File: src/rtl/fetch_decode_unit.sv
`default_nettype none
// ============================================================================
// Module      : fetch_decode_unit
// Description : PC owner, req/ready instruction fetch and ADDI/ADD/BNE decode
//               feeding the register-file/ALU datapath.
// Revision    : 1.0 - initial release
// ============================================================================
module fetch_decode_unit #(
    parameter int                   D_WIDTH  = 32,
    parameter int                   A_WIDTH  = 5,
    parameter int                   PC_WIDTH = 32,
    parameter logic [PC_WIDTH-1:0]  RESET_PC = '0
) (
    input  logic                clk,
    input  logic                rst_n,
    output logic                imem_req,
    output logic [PC_WIDTH-1:0] imem_addr,
    input  logic                imem_ready,
    input  logic [31:0]         imem_rdata,
    input  logic                stall,
    input  logic                eq,
    output logic [A_WIDTH-1:0]  ad1,
    output logic [A_WIDTH-1:0]  ad2,
    output logic [A_WIDTH-1:0]  ad3,
    output logic                we3,
    output logic                alusrc,
    output logic [3:0]          aluctrl,
    output logic [D_WIDTH-1:0]  imm_op,
    output logic [PC_WIDTH-1:0] pc,
    output logic                illegal
);

    localparam logic [31:0] c_NOP       = 32'h0000_0013;
    localparam logic [6:0]  c_OP_IMM    = 7'b0010011;
    localparam logic [6:0]  c_OP_REG    = 7'b0110011;
    localparam logic [6:0]  c_OP_BRANCH = 7'b1100011;

    typedef enum logic [1:0] {
        S_IDLE  = 2'd0,
        S_FETCH = 2'd1,
        S_EXEC  = 2'd2
    } state_t;

    state_t              r_state;
    state_t              w_state_next;
    logic [31:0]         r_ir;
    logic [PC_WIDTH-1:0] r_pc;
    logic                r_illegal;

    logic                w_is_addi;
    logic                w_is_add;
    logic                w_is_bne;
    logic                w_we_dec;
    logic                w_leave_exec;
    logic [11:0]         w_i_imm;
    logic [12:0]         w_b_imm;
    logic [PC_WIDTH-1:0] w_pc_plus4;
    logic [PC_WIDTH-1:0] w_br_target;
    logic                w_taken;
    logic                w_misaligned;
    logic [PC_WIDTH-1:0] w_next_pc;

    assign w_is_addi = (r_ir[6:0] == c_OP_IMM) && (r_ir[14:12] == 3'b000);
    assign w_is_add  = (r_ir[6:0] == c_OP_REG) && (r_ir[14:12] == 3'b000)
                       && (r_ir[31:25] == 7'b0000000);
    assign w_is_bne  = (r_ir[6:0] == c_OP_BRANCH) && (r_ir[14:12] == 3'b001);

    assign w_i_imm = r_ir[31:20];
    assign w_b_imm = {r_ir[31], r_ir[7], r_ir[30:25], r_ir[11:8], 1'b0};

    assign ad1 = A_WIDTH'(r_ir[19:15]);
    assign ad2 = A_WIDTH'(r_ir[24:20]);
    assign ad3 = A_WIDTH'(r_ir[11:7]);

    always_comb begin
        w_we_dec = 1'b0;
        alusrc   = 1'b1;
        aluctrl  = 4'b0000;
        imm_op   = '0;
        if (w_is_addi) begin
            w_we_dec = 1'b1;
            imm_op   = {{(D_WIDTH-12){w_i_imm[11]}}, w_i_imm};
        end else if (w_is_add) begin
            w_we_dec = 1'b1;
            alusrc   = 1'b0;
        end else if (w_is_bne) begin
            alusrc   = 1'b0;
            aluctrl  = 4'b0001;
            imm_op   = {{(D_WIDTH-13){w_b_imm[12]}}, w_b_imm};
        end
    end

    // A taken branch to a non-word-aligned target falls through and flags illegal.
    assign w_pc_plus4   = r_pc + PC_WIDTH'(4);
    assign w_br_target  = r_pc + {{(PC_WIDTH-13){w_b_imm[12]}}, w_b_imm};
    assign w_taken      = w_is_bne && !eq;
    assign w_misaligned = w_taken && w_br_target[1];
    assign w_next_pc    = (w_taken && !w_misaligned) ? w_br_target : w_pc_plus4;

    always_ff @(posedge clk or negedge rst_n) begin
        if (!rst_n) begin
            r_state <= S_IDLE;
        end else begin
            r_state <= w_state_next;
        end
    end

    always_comb begin
        w_state_next = r_state;
        imem_req     = 1'b0;
        we3          = 1'b0;
        w_leave_exec = 1'b0;
        case (r_state)
            S_IDLE: begin
                w_state_next = S_FETCH;
            end
            S_FETCH: begin
                imem_req = 1'b1;
                if (imem_ready) begin
                    w_state_next = S_EXEC;
                end
            end
            S_EXEC: begin
                if (!stall) begin
                    we3          = w_we_dec;
                    w_leave_exec = 1'b1;
                    w_state_next = S_FETCH;
                end
            end
            default: begin
                w_state_next = S_IDLE;
            end
        endcase
    end

    always_ff @(posedge clk or negedge rst_n) begin
        if (!rst_n) begin
            r_pc      <= RESET_PC;
            r_ir      <= c_NOP;
            r_illegal <= 1'b0;
        end else begin
            if ((r_state == S_FETCH) && imem_ready) begin
                r_ir <= imem_rdata;
            end
            if (w_leave_exec) begin
                r_pc <= w_next_pc;
                if (!(w_is_addi || w_is_add || w_is_bne) || w_misaligned) begin
                    r_illegal <= 1'b1;
                end
            end
        end
    end

    assign imem_addr = r_pc;
    assign pc        = r_pc;
    assign illegal   = r_illegal;

endmodule
`default_nettype wire

File: config.mk
export PLATFORM = sky130hd
export DESIGN_NAME = fetch_decode_unit
export DESIGN_NICKNAME = d
export VERILOG_FILES = /design/src/rtl/fetch_decode_unit.sv
export SDC_FILE = /design/constraint.sdc
export NUM_CORES = 1
export LEC_CHECK = 0
export CAP_MARGIN = 20
export CORE_AREA = 2 2 114 116
export CTS_CLUSTER_SIZE = 10
export DETAILED_ROUTE_END_ITERATION = 16
export DIE_AREA = 0 0 116 118
export MAX_ROUTING_LAYER = met4
export PLACE_DENSITY = 0.75
export SETUP_SLACK_MARGIN = 0.5
export SLEW_MARGIN = 20
export SYNTH_ARGS = -nofsm -noshare
export SYNTH_HDL_FRONTEND = slang
export SYNTH_SLANG_ARGS = --single-unit
File: constraint.sdc
create_clock -name clk -period 4.2 [get_ports clk]
set_input_delay 0.63 -clock clk [delete_from_list [all_inputs] [get_ports clk]]
set_output_delay 0.63 -clock clk [all_outputs]
set_load 0.05 [all_outputs]
==> flow_metrics.tcl <==
set metrics [dict create \
    number_of_buffers_created_by_cts 9 \
    cts-htree-levels 3 \
    fin_tns_setup_ns 0 \
    ys_top_cells_by_area "sky130_fd_sc_hd__dfrtp_1, sky130_fd_sc_hd__buf_4, sky130_fd_sc_hd__ha_1" \
    result_of_the_run "finished clean" \
    overflow 0 \
    finalWeightedCongestion 0.9254 \
    via_count 5107 \
    first_global_vias 4910 \
    filler_cell_count 1131 \
    dp_cells 881 \
    finish.net_count 789 \
    synth_area_leader_cell "sky130_fd_sc_hd__dfrtp_1" \
    drc 0 \
    required_ns 3.57 \
    post_route_cells_drive_above_1_share_pct 15.59 \
    clockBufferDepth 2 \
    pwr-share-comb_pct 54.0 \
    finalInstanceArea_um2 6960 \
    worst_setup_path_start_kind "flop" \
    routedWlPerCell_um 16.84 \
    crit-reg2reg-launch "imem_addr[1]" \
    launch_point_of_the_worst_path "r_ir[3]" \
    synth_enable_flop_cells 0 \
    layoutNonFillerInstCount 897 \
    clkSinkCount 66 \
    commonest_cells_after_routing_fill_and_taps_aside "sky130_fd_sc_hd__clkdlybuf4s50_1, sky130_fd_sc_hd__a21oi_1, sky130_fd_sc_hd__dfrtp_1" \
    boundaryPins 156 \
    postRouteAntennaNets 0 \
    finalHoldWorstSlack_ns 0.3975 \
    buffer_ports.inserted 150 \
    netSwitchingFraction_pct 45.45 \
    drv_cap 0 \
    total_power_mw 4.090 \
    syn2layout_area_growth_pct 27.07 \
    initialDrtViolationCount 271 \
    core_area_um2 12410 \
    hold_viol 0 \
    post-dp-hpwl_um 11210 \
    clockRootBuffer "sky130_fd_sc_hd__clkbuf_16" \
    worstPathArrival_ns 3.00 \
    max_clock_freq_ghz 0.2757 \
    global_route_wire_length_before_repair_um 24270 \
    grtUsageTotal_pct 22.82 \
    place_ws_ns 0.4718 \
    count_of_synthesis_stage_warnings_from_yosys 0 \
    fp.dieArea_um2 13690 \
    power_per_cell_area_nw_per_um2 587.6 \
    p_switching_mw 1.859 \
    synth_area_per_cell_um2 8.626 \
    clock_power_share_pct 19.8 \
    drt_first_pass_iters 4 \
    synthesis.area_um2 5478 \
    tightestPinTransition_ns 0.8644 \
    cts_hold_repair.buffers 0 \
    post-synth-top-area-fraction_pct 28.78 \
    tritoncts "done" \
    core_util_final_pct 56.07 \
    setup_viol_count_final 0 \
    power_leakage_nw 3.019 \
    criticalPathCategory "flop to primary output" \
    clkTransAtPathRegs_ns 0.06 \
    n_antenna_cell 0 \
    synth-main-ff-cell "sky130_fd_sc_hd__dfrtp_1" \
    rows 41 \
    min_period_over_period_pct 86.35 \
    class_of_the_tightest_hold_or_removal_check "input port to asynchronous set/reset pin" \
    floorplan.die.width_um 116 \
    number_of_antenna_violations_at_the_first_check_in_global_routing 0 \
    synth_seq_area_share_pct 30.22 \
    wl_um 15100 \
    max-vdd-ir-drop_uv 488.3 \
    post-route-worst-setup-slack_ns 0.5735 \
    maxSlewHeadroom_pct 42.37 \
    final.setup_skew_ns 0.01057 \
    pwr-share-seq_pct 26.2 \
    layout_commonest_cell "sky130_fd_sc_hd__clkdlybuf4s50_1" \
    critPathCaptureType "primary output" \
    ys_ff_latch 66 \
    synth.distinct_cells 68 \
    internal_power_mw 2.231 \
    synth-async-reset-ratio_pct 100.0 \
    pin_count_of_the_biggest_net_entering_global_routing 40 \
    placed_area_um2 6641 \
    vias_per_cell 5.693 \
    grt_setup_unrepaired "yes" \
    crit_fanout 7 \
    maxSlewViolCount 0 \
    die_y_um 118 \
    finalWorstPathRequiredPeriod_ns 3.627 \
    initial_utilization_pct 44.12 \
    clkLatencyLatePin_ns 0.33 \
    post_synthesis_cells 635 \
]
[final cells by class]
cell class	instances	area [µm²]	share of cell area [%]
clock buffers	9	225.2	3.236
clock inverters	7	93.84	1.348
inverters	11	41.29	0.5932
multi-input cells	471	3208	46.09
flip-flops and latches	66	1655	23.78
well taps	172	215.2	3.092
repair buffers	161	1521	21.86
[worst max-delay path, stage by stage (launching register included)]
cell and delay [ns]:
sky130_fd_sc_hd__dfrtp_1 0.38, sky130_fd_sc_hd__nor4_1 0.27, sky130_fd_sc_hd__nand3_1 0.19, sky130_fd_sc_hd__or4b_1 0.56, sky130_fd_sc_hd__nor2_2 0.31, sky130_fd_sc_hd__nor2_1 0.26, sky130_fd_sc_hd__nor2b_1 0.17, sky130_fd_sc_hd__clkdlybuf4s15_1 0.51
[sequential cells by signal (all words and copies together) (netlist names)]
register and flops:
imem_addr 31, illegal 1, r_ir 32, r_state 2
[layer usage]
layer | global-route usage (%) | wire, µm | part of all wire (%) | vias to the layer above
li1 | - | - | - | 2432
met1 | 29.83 | 6616 | 44 | 2407
met2 | 34.98 | 7044 | 47 | 236
met3 | 4.480 | 1041 | 6.9 | 32
met4 | 8.482 | 399 | 2.6 | 0
met5 | - | 0 | 0 | -
[kinds of logic (layout without fill, tap and decap cells)]
logic type,count (synthesis),count (layout),share of synthesized area [%]
mux,33,33,6.761
simple gates,178,178,16.17
fa+ha+maj,32,32,7.446
flops,66,66,30.22
compound gates,202,202,24.10
other cells,1,5,0.06846
buf+inv,102,188,11.88
xor+xnor,21,21,3.358
[synth_stat cells, types with 5 or more instances]
cell type and number:
sky130_fd_sc_hd__nor3_1 8, sky130_fd_sc_hd__a22o_1 7, sky130_fd_sc_hd__dfrtp_1 63, sky130_fd_sc_hd__xnor2_1 11
sky130_fd_sc_hd__nor2b_1 11, sky130_fd_sc_hd__nand2_1 39, sky130_fd_sc_hd__xor2_1 10, sky130_fd_sc_hd__o21ai_0 33
sky130_fd_sc_hd__nand3_1 26, sky130_fd_sc_hd__a211oi_1 6, sky130_fd_sc_hd__o21a_1 6, sky130_fd_sc_hd__o21ai_1 12
sky130_fd_sc_hd__ha_1 31, sky130_fd_sc_hd__buf_4 71, sky130_fd_sc_hd__inv_1 11, sky130_fd_sc_hd__clkbuf_1 15
sky130_fd_sc_hd__a31oi_1 7, sky130_fd_sc_hd__o21bai_1 11, sky130_fd_sc_hd__mux2_2 32, sky130_fd_sc_hd__and3_1 9
sky130_fd_sc_hd__a21oi_1 69, sky130_fd_sc_hd__o22ai_1 7, sky130_fd_sc_hd__and2_1 5, sky130_fd_sc_hd__nor4_1 5
sky130_fd_sc_hd__nand4_1 11, sky130_fd_sc_hd__nor2_1 46, sky130_fd_sc_hd__a21o_1 14
[power groups by stage]
stage / Clock [mW] / Combinational (mW) / Sequential (mW)
after CTS: 0.832 / 2.21 / 1.07
final: 0.811 / 2.21 / 1.07
after global placement: 0 / 2.15 / 1.07
after global routing: 0.857 / 2.37 / 1.10
after floorplan: 0 / 1.67 / 1.10
after detailed placement: 0 / 2.19 / 1.08
[repair_timing]
action | 4_1_cts | 5_1_grt
setup buffers | 0 | 0
gates resized for setup | 8 | 18
endpoints found under the setup margin | 32 | 33
pin swaps | 0 | 0
[final timing paths]
check,endpoint,slack [ns],cells after the start
setup / recovery,imm_op[6],0.57,7
hold / removal,r_ir[24],0.40,1
setup reg to reg,imem_addr[29],1.12,12
hold reg to reg,illegal,0.47,1
max in group asynchronous,imem_addr[27],2.89,2
min in group clk,illegal,0.47,1
(Power assumes the default switching activity.)
